--- src/rtl/cache_mem_ctrl.sv ---
// Block-transfer sequencer between the cache miss/evict path and a word-wide memory bus:
// optional 16-word victim write-back, then a 16-word refill returned to the cache as one block.
module cache_mem_ctrl #(
    parameter int PA_WIDTH  = 32,
    parameter int WRD_WIDTH = 32,
    parameter int BLK_WIDTH = 512
) (
    input  logic                 clk,
    input  logic                 rst_n,
    input  logic                 req_valid,
    output logic                 req_ready,
    input  logic                 req_wb,
    input  logic [PA_WIDTH-1:0]  req_wb_addr,
    input  logic [BLK_WIDTH-1:0] req_wb_blk,
    input  logic [PA_WIDTH-1:0]  req_rd_addr,
    output logic                 resp_valid,
    output logic [BLK_WIDTH-1:0] resp_blk,
    output logic                 busy,
    output logic                 mem_cmd_valid,
    input  logic                 mem_cmd_ready,
    output logic                 mem_cmd_we,
    output logic [PA_WIDTH-1:0]  mem_cmd_addr,
    output logic [WRD_WIDTH-1:0] mem_wdata,
    input  logic                 mem_rvalid,
    input  logic [WRD_WIDTH-1:0] mem_rdata
);
    localparam int WPB   = BLK_WIDTH / WRD_WIDTH;
    localparam int IW    = $clog2(WPB);
    localparam int CW    = IW + 1;
    localparam int BYTEW = $clog2(WRD_WIDTH / 8);
    localparam int OFS   = IW + BYTEW;
    localparam logic [CW-1:0] LAST = CW'(WPB - 1);
    localparam logic [CW-1:0] FULL = CW'(WPB);

    typedef enum logic [1:0] {S_IDLE, S_WB, S_RD, S_DONE} state_t;

    state_t                        state;
    logic [CW-1:0]                 cmd_cnt, beat_cnt, cmd_nxt;
    logic [PA_WIDTH-1:0]           wb_addr_q, rd_addr_q;
    logic [WPB-1:0][WRD_WIDTH-1:0] wb_words, rd_words;
    logic                          unused_ofs;

    function automatic logic [PA_WIDTH-1:0] word_addr(input logic [PA_WIDTH-1:0] base,
                                                      input logic [CW-1:0] idx);
        return {base[PA_WIDTH-1:OFS], idx[IW-1:0], {BYTEW{1'b0}}};
    endfunction

    assign req_ready  = (state == S_IDLE);
    assign resp_blk   = rd_words;
    assign cmd_nxt    = cmd_cnt + CW'(1);
    // block-offset bits of the request addresses are dropped by word_addr()
    assign unused_ofs = ^{wb_addr_q[OFS-1:0], rd_addr_q[OFS-1:0]};

    always_ff @(posedge clk or negedge rst_n) begin
        if (!rst_n) begin
            state         <= S_IDLE;
            cmd_cnt       <= '0;
            beat_cnt      <= '0;
            wb_addr_q     <= '0;
            rd_addr_q     <= '0;
            wb_words      <= '0;
            rd_words      <= '0;
            resp_valid    <= 1'b0;
            busy          <= 1'b0;
            mem_cmd_valid <= 1'b0;
            mem_cmd_we    <= 1'b0;
            mem_cmd_addr  <= '0;
            mem_wdata     <= '0;
        end else begin
            resp_valid <= 1'b0;
            case (state)
                S_IDLE: begin
                    if (req_valid) begin
                        wb_addr_q     <= req_wb_addr;
                        rd_addr_q     <= req_rd_addr;
                        wb_words      <= req_wb_blk;
                        cmd_cnt       <= '0;
                        beat_cnt      <= '0;
                        busy          <= 1'b1;
                        mem_cmd_valid <= 1'b1;
                        if (req_wb) begin
                            state        <= S_WB;
                            mem_cmd_we   <= 1'b1;
                            mem_cmd_addr <= word_addr(req_wb_addr, '0);
                            mem_wdata    <= req_wb_blk[WRD_WIDTH-1:0];
                        end else begin
                            state        <= S_RD;
                            mem_cmd_we   <= 1'b0;
                            mem_cmd_addr <= word_addr(req_rd_addr, '0);
                        end
                    end
                end
                S_WB: begin
                    if (mem_cmd_ready) begin
                        if (cmd_cnt == LAST) begin
                            // first read goes out on the same edge the last write is taken
                            cmd_cnt      <= '0;
                            state        <= S_RD;
                            mem_cmd_we   <= 1'b0;
                            mem_cmd_addr <= word_addr(rd_addr_q, '0);
                        end else begin
                            cmd_cnt      <= cmd_nxt;
                            mem_cmd_addr <= word_addr(wb_addr_q, cmd_nxt);
                            mem_wdata    <= wb_words[cmd_nxt[IW-1:0]];
                        end
                    end
                end
                S_RD: begin
                    if (mem_cmd_valid && mem_cmd_ready) begin
                        cmd_cnt <= cmd_nxt;
                        if (cmd_nxt == FULL) mem_cmd_valid <= 1'b0;
                        else                 mem_cmd_addr  <= word_addr(rd_addr_q, cmd_nxt);
                    end
                    // beats run concurrently with commands; anything past the 16th is dropped
                    if (mem_rvalid && beat_cnt != FULL) begin
                        rd_words[beat_cnt[IW-1:0]] <= mem_rdata;
                        beat_cnt                   <= beat_cnt + CW'(1);
                        if (beat_cnt == LAST) begin
                            state      <= S_DONE;
                            resp_valid <= 1'b1;
                        end
                    end
                end
                S_DONE: begin
                    state    <= S_IDLE;
                    busy     <= 1'b0;
                    cmd_cnt  <= '0;
                    beat_cnt <= '0;
                end
                default: state <= S_IDLE;
            endcase
        end
    end
endmodule

--- config.mk ---
export PLATFORM = sky130hd
export DESIGN_NAME = cache_mem_ctrl
export DESIGN_NICKNAME = d
export VERILOG_FILES = /design/src/rtl/cache_mem_ctrl.sv
export SDC_FILE = /design/constraint.sdc
export NUM_CORES = 2
export LEC_CHECK = 0
export ABC_CLOCK_PERIOD_IN_PS = 2300
export CAP_MARGIN = 20
export CORE_AREA = 2 2 470 472
export DETAILED_ROUTE_END_ITERATION = 10
export DIE_AREA = 0 0 472 474
export PLACE_DENSITY = 0.4
export SLEW_MARGIN = 30
export SYNTH_ARGS = -nofsm -noshare
export SYNTH_HDL_FRONTEND = slang
export SYNTH_SLANG_ARGS = --single-unit
--- constraint.sdc ---
create_clock -name clk -period 2.3 [get_ports clk]
set_input_delay 0.69 -clock clk [delete_from_list [all_inputs] [get_ports clk]]
set_output_delay 0.69 -clock clk [all_outputs]
set_load 0.05 [all_outputs]
==> metrics <==
status=finished, violations left; failing checks=setup timing; Post-synth top flop=dfrtp_1; CP Capture Type=flip-flop; worst skew pair latency=a little under 0.8 ns; CTS clk-pin slew, worst paths=0.06 ns; first-pass GRT wire length=289000 µm; ANT nets after route=0; Die X-Extent=472 µm; 1st-pass router iterations=4; Post-synth EDFFs=0; RD Place Congestion=0.7726; met3 Track Usage GR=0.08082; die height=474 µm; Setup CP Type=flip-flop to flip-flop; Area Growth Syn to Fin=47.86%; vias in the first global route=around 34000; PwrDens=1559 nW/µm²; Worst Tran Pin Value=0.5118 ns; Clk pwr share=0.211; Req. time, crit path=2.96 ns; Multi-input gate area=18980 µm²; met1 Use GR=0.2063; sequential share of the synthesized area=0.5999; Static Leak=32.12 nW; Critical Path Slowest Stage Cell=dfrtp_4; Max Root-Sink Buffers=3; Final Cycle Share=1.090; final core utilization=0.3255; fill count=21787; yosys synthesis warning count=0; Setup crit start kind=flip-flop; final hold vios=0; Peak VDD IR=970.0 µV; Design Power=around 110 mW; I/O Pins=1195; Rel. slew slack=0.6588; hpwl dp=around 160000 µm; CP max FO=6; CTS buffer count=145; Comb power frac=0.482; Die Area=223700 µm²; Seq. cell area=28890 µm²; CP peak stage delay=around 0.51 ns; input/output buffers=1180; Mean Syn Cell Area=roughly 16 µm²; CP arrival=between 3 and 4 ns; drt wl/cell=28.66 µm; final setup fails=59; GR Overflow Total=0; Synth async-reset ratio=1.000; initial antenna violation count=between 100 and 150; CTS sink count=around 1200; fraction of layout cells with a size suffix above 1=0.4433; crit-path cells=ha_4, buf_12, buf_12, buf_4, mux4_2, mux2_4, a221oi_2, o31ai_1; synth unique cells=49; Sw Pwr=44.50 mW; Nets=5067; Residual DRC=0; GRT busiest layer=met2; CTS tree=done; Site Rows=172; total track usage=0.1854; FMAX=0.3990 GHz; Pins Over Slew Limit=0; max-cap violations=0; Placeable Area=218700 µm²; Period minus WS final=2.506 ns; RSZ-0062 raised after global routing=yes; largest net degree at the start of global routing=74; sw frac=0.4011; CP dominant cell by count=buf_12; Root Buffer Master=clkbuf_16; Clock Skews=approximately 0.026 ns; Internal=about 66 mW; worst hold-check path type=input port to async pin; DRT iter0 DRCs=1268; synthesis-stage register bit count=between 1000 and 1500; GR Util met2=0.3176; Starting Density=0.2201; final setup margin=-0.2065 ns; vias per cell=around 4.3; WL final=~210000 µm; Cells after Synth=just under 3000; H-tree levels=4; via count=between 30000 and 40000; synthesized cell area=~48000 µm²; Reg power frac=0.308
==> sequential cells by signal, summed over array words and instances (netlist names) <==
signal and cells:
beat_cnt 5, mem_wdata 32, resp_valid 1, resp_blk 512
mem_cmd_valid 1, cmd_cnt 5, wb_words 512, state 2
busy 1, rd_addr_q 26, wb_addr_q 26, mem_cmd_addr 30
mem_cmd_we 1
==> worst max-delay path: cells and delay by family (launching register included) <==
| kind | cells | cell delay (ns) |
|---|---|---|
| multiplexers | 2 | 0.80 |
| flip-flops | 1 | 0.51 |
| buffers and inverters | 3 | 0.40 |
| adder cells (fa/ha/maj) | 1 | 0.34 |
| AO/OA/AOI/OAI | 2 | 0.32 |
==> layer usage <==
layer  routed length, µm  share of wire  vias up
li1                    -              -    13999
met1               80960           0.38    16828
met2              106100           0.50     1040
met3               19530          0.091      373
met4                6409          0.030      136
met5                 854         0.0040        -
==> synthesized netlist by cell type (4+ instances only) <==
cell type	instances	area, µm²
o21ai_1	9	45.04
a21oi_1	30	150.1
nor3b_1	33	247.7
clkbuf_1	120	450.4
ha_1	13	162.7
dfrtp_1	1154	28880
mux4_2	128	2883
nor2b_1	4	25.02
mux2_4	10	150.1
nand2_1	34	127.6
mux2_2	592	6666
inv_1	12	45.04
o21ai_0	5	25.02
mux2_1	535	6025
buf_6	5	56.30
buf_1	27	101.4
a221oi_1	55	481.7
buf_2	56	280.3
mux2i_1	62	620.6
o31ai_1	34	255.2
buf_4	14	105.1
nor2_1	8	30.03
and3_1	4	25.02
==> final timing paths <==
| path | end | depth (start not counted) | startpoint | slack (ns) |
|---|---|---|---|---|
| setup / recovery | mem_wdata[19] | 8 | cmd_cnt[0] | -0.21 |
| hold / removal | wb_words[179] | 2 | rst_n | 0.44 |
| setup reg to reg | mem_wdata[19] | 8 | cmd_cnt[0] | -0.21 |
| hold reg to reg | resp_blk[480] | 1 | resp_blk[480] | 0.48 |
| max in group asynchronous | wb_words[296] | 4 | rst_n | 0.88 |
| min in group clk | state[0] | 4 | req_wb | 0.46 |
==> layout make-up <==
cell class,instances,area share
antenna,37,0.001301
clock buffer,221,0.06067
clock inverter,40,0.007331
inverter,13,0.0006856
multi-input combinational,1591,0.2667
sequential,1154,0.4059
tap,2871,0.05047
timing repair buffer,1535,0.2070
==> stage by stage <==
stage	TNS (ns)	setup slack (ns)	area [µm²]	hold slack, ns	instances
global route	-11.23	-0.2912	71110	0.4175	7436
global placement	-278.36	-0.5906	65170	0.4703	7108
floorplan	0	0.01542	48140	0.3944	2980
detailed placement	-269.87	-0.5303	65170	0.4739	7108
CTS	-14.33	-0.3036	70150	0.3815	7396
finish	-6.050	-0.2065	71170	0.4414	7462
==> power groups by stage <==
stage,logic (mW),registers [mW],clock network (mW)
floorplan,18.3,44.9,0
CTS,52.2,34.2,24.3
detailed placement,50.8,34.6,0
finish,53.5,34.1,23.4
global placement,50.6,34.3,0
global route,56.3,35.2,25.1
==> logic make-up (layout without fill, tap and decap cells) <==
logic type | count (synthesis) | in the layout | share of synthesized area
muxes | 1327 | 1327 | 0.3396
DFF | 1154 | 1154 | 0.5999
buffers and inverters | 235 | 1809 | 0.02165
AOI/OAI and AO/OA | 149 | 149 | 0.02319
and+or+nand+nor | 97 | 97 | 0.01149
adders and majority gates | 13 | 13 | 0.003379
xor gates and xnor gates | 3 | 3 | 0.0007020
other | 1 | 39 | 0.00007791
==> cells in the final DEF, fill, tap and decap left out, types with 4 or more instances in the layout <==
cell type / netlist / final
mux2_1: 535 / 499
buf_12: 0 / 100
o31ai_1: 34 / 33
o21ai_0: 5 / 4
clkbuf_8: 0 / 34
clkinv_2: 0 / 20
inv_1: 12 / 7
clkbuf_16: 0 / 155
buf_2: 56 / 128
clkdlybuf4s50_1: 0 / 599
inv_2: 1 / 6
clkdlybuf4s15_2: 0 / 83
bufinv_16: 0 / 8
mux4_2: 128 / 128
nor3b_1: 33 / 32
dfrtp_2: 0 / 5
nor2_1: 8 / 8
mux2_2: 592 / 563
nand2_2: 0 / 16
dfrtp_1: 1154 / 1148
clkbuf_1: 120 / 39
a21oi_1: 30 / 30
ha_1: 13 / 7
a221oi_1: 55 / 25
diode_2: 0 / 37
mux2_4: 10 / 75
nand2_1: 34 / 16
mux2i_1: 62 / 53
inv_6: 0 / 6
buf_6: 5 / 17
a221oi_2: 3 / 32
buf_16: 0 / 11
clkdlybuf4s18_2: 0 / 14
o21ai_1: 9 / 9
mux2i_4: 0 / 6
buf_4: 14 / 572
ha_4: 0 / 6
==> repair_timing <==
item,CTS,global route
setup endpoints to repair,327,548
buffers inserted,22,26
pin swaps,4,9
endpoints found under the hold margin,28,0
resized for setup,968,159
hold buffers,1,0
cloned,5,8
(Power assumes the default switching activity.)
==> edit (config.mk and constraints unchanged) <==
`WRD_WIDTH`: 32 -> 16.
--- a/src/rtl/cache_mem_ctrl.sv
+++ b/src/rtl/cache_mem_ctrl.sv
@@ -2,7 +2,7 @@
 // optional 16-word victim write-back, then a 16-word refill returned to the cache as one block.
 module cache_mem_ctrl #(
     parameter int PA_WIDTH  = 32,
-    parameter int WRD_WIDTH = 32,
+    parameter int WRD_WIDTH = 16,
     parameter int BLK_WIDTH = 512
 ) (
     input  logic                 clk,
Interface: changed (resized mem_rdata and mem_wdata); port bits go from 1195 to 1163. The function was not compared with the original's and may differ.
==> edit against the original RTL <==
The run still ends with negative setup slack left. Area after synthesis grew 1.1%. Worst setup slack improved by 0.11 ns. Critical path type unchanged. Wire length increased by 4.9%. Final area increased by 1.0%. Combinational power decreased by 23%. First-iteration DRC count grew 91%. Power shrank 15%. Sequential cell count down 13.
==> edit: results (changes against the original RTL) <==
stage,metric,value,unit,change
outcome,failing checks,negative setup slack,,
sta,post-route setup slack,-0.101,ns,+0.106 ns
route,detailed router's first-iteration violation count,2428,,+91%
placement,post-DP HPWL,169000,um,+4.8%
outcome,status,finished with violations,,
clock_network,CTS Buf Count,143,,-1.4%
global_route,largest net degree at the start of global routing,90,,+22%
global_route,initial antenna violation count,69,,-38%
placement,placed cell areas,0.0657,mm^2,+0.77%
synthesis,Synth Area in Compound Gates,3.20,%,+0.89 points
critical_path,Crit Reg-Reg Endpoint,mem_wdata[3]$_DFFE_PN0P_,,
worst_hold_path,type of the tightest min-delay check,primary input to flop,,
final_layout,proportion of layout cells with a drive suffix above 1,34.2,%,-10 points
sta,final setup fails,24,,-59%
clock_network,clock root buffer,clkbuf_16,,
critical_path,CP Data Arrival Time,3.06,ns,-0.11 ns
synthesis,XOR/XNOR Fraction of Synth Area,0.105,%,+0.035 points
route,DR pass1 iterations,5,,+1
placement,# port buffers,1149,,-2.6%
power_and_ir_drop,leak pwr,35.0,nW,+9.0%
global_route,first-pass GRT wire length,313000,um,+8.3%
critical_path,crit path max fanout,8,,+2
route,wire per inst,25.6,um,-11%
global_route,vias in the first global route,39911,,+17%
global_route,total track usage,19.6,%,+1.1 points
placement,gpl congestion,0.820,,+6.1%
critical_path,R2R depth,10,,+2
power_and_ir_drop,Max VDD drop,0.635,mV,-35%
synthesis,register area share after synthesis,58.7,%,-1.3 points
synthesis,top post-synthesis cells by area,"dfrtp_1 (59%), nand2_1 (14%), mux2_2 (12%)",,
sta,total negative slack,-0.403,ns,+5.65 ns
sta,Slew HR,38.2,%,-28 points
synthesis,synth unique cells,51,,+4.1%
[edit: cells by family (layout without fill, tap and decap cells)]
group / after synthesis / after routing
and+or+nand+nor: 1989 / 1989
DFF: 1141 / 1141
muxes: 691 / 691
buffers and inverters: 316 / 1808
AOI/OAI and AO/OA: 229 / 229
adders and majority gates: 9 / 9
xor gates and xnor gates: 5 / 5
other: 1 / 26
[edit: what timing repair did]
item                       4_1_cts  5_1_grt
hold endpoints to repair        11        0
hold buffers                     1        0
resized for setup             1185       80
pin swaps                       38       34
buffers inserted                54       15
setup endpoints to repair      305       82
gates cloned                    13        3
[edit: power by group]
group	internal [mW]	switching, mW
registers	26.6	3.64
clock network	13.4	9.25
logic	17.4	23.9
total	57.4	36.8
[edit: layer usage]
layer	GRT usage, %	wire length (um)	vias up
met5	0	271	-
met4	6.13	5940	42
met3	5.03	14100	301
met2	33.7	111000	1191
met1	24.0	92700	19388
li1	-	-	17372
[edit: layout make-up]
cell class / count / area, um^2
clock buffers: 222 / 4280
inverters: 14 / 52.6
flip-flops and latches: 1141 / 28600
multi-input cells: 2924 / 19600
fillers: 22432 / 147000
well taps: 2871 / 3590
diodes: 25 / 62.6
clock inverters: 32 / 405
repair buffers: 1540 / 15300
[edit: worst max-delay path by stage]
stage | to | cells after the start
2_1_floorplan | mem_wdata[0]$_DFFE_PN0P_ | 8
3_3_place_gp | state[0]$_DFFE_PN0P_ | 7
3_5_place_dp | resp_blk[460]$_DFFE_PN0P_ | 9
4_1_cts | req_ready | 5
5_1_grt | req_ready | 4
6_report | mem_wdata[3]$_DFFE_PN0P_ | 10
[edit: per-stage QoR]
step           instances  utilization, %  hold WS (ns)
6_report            8769            32.9         0.430
5_1_grt             8762            32.9         0.379
4_1_cts             8736            32.7         0.336
3_5_place_dp        8421            30.0         0.458
3_3_place_gp        8421            30.0         0.452
2_1_floorplan       4381               -         0.394
[edit: critical path: stages (launching register included)]
cell      delay, ns
dfrtp_4        0.51
ha_4           0.31
buf_12         0.13
buf_16         0.16
buf_12         0.15
mux4_2         0.35
mux2i_2        0.23
buf_6          0.16
o21ai_4        0.08
o221ai_2       0.07
o31ai_1        0.09
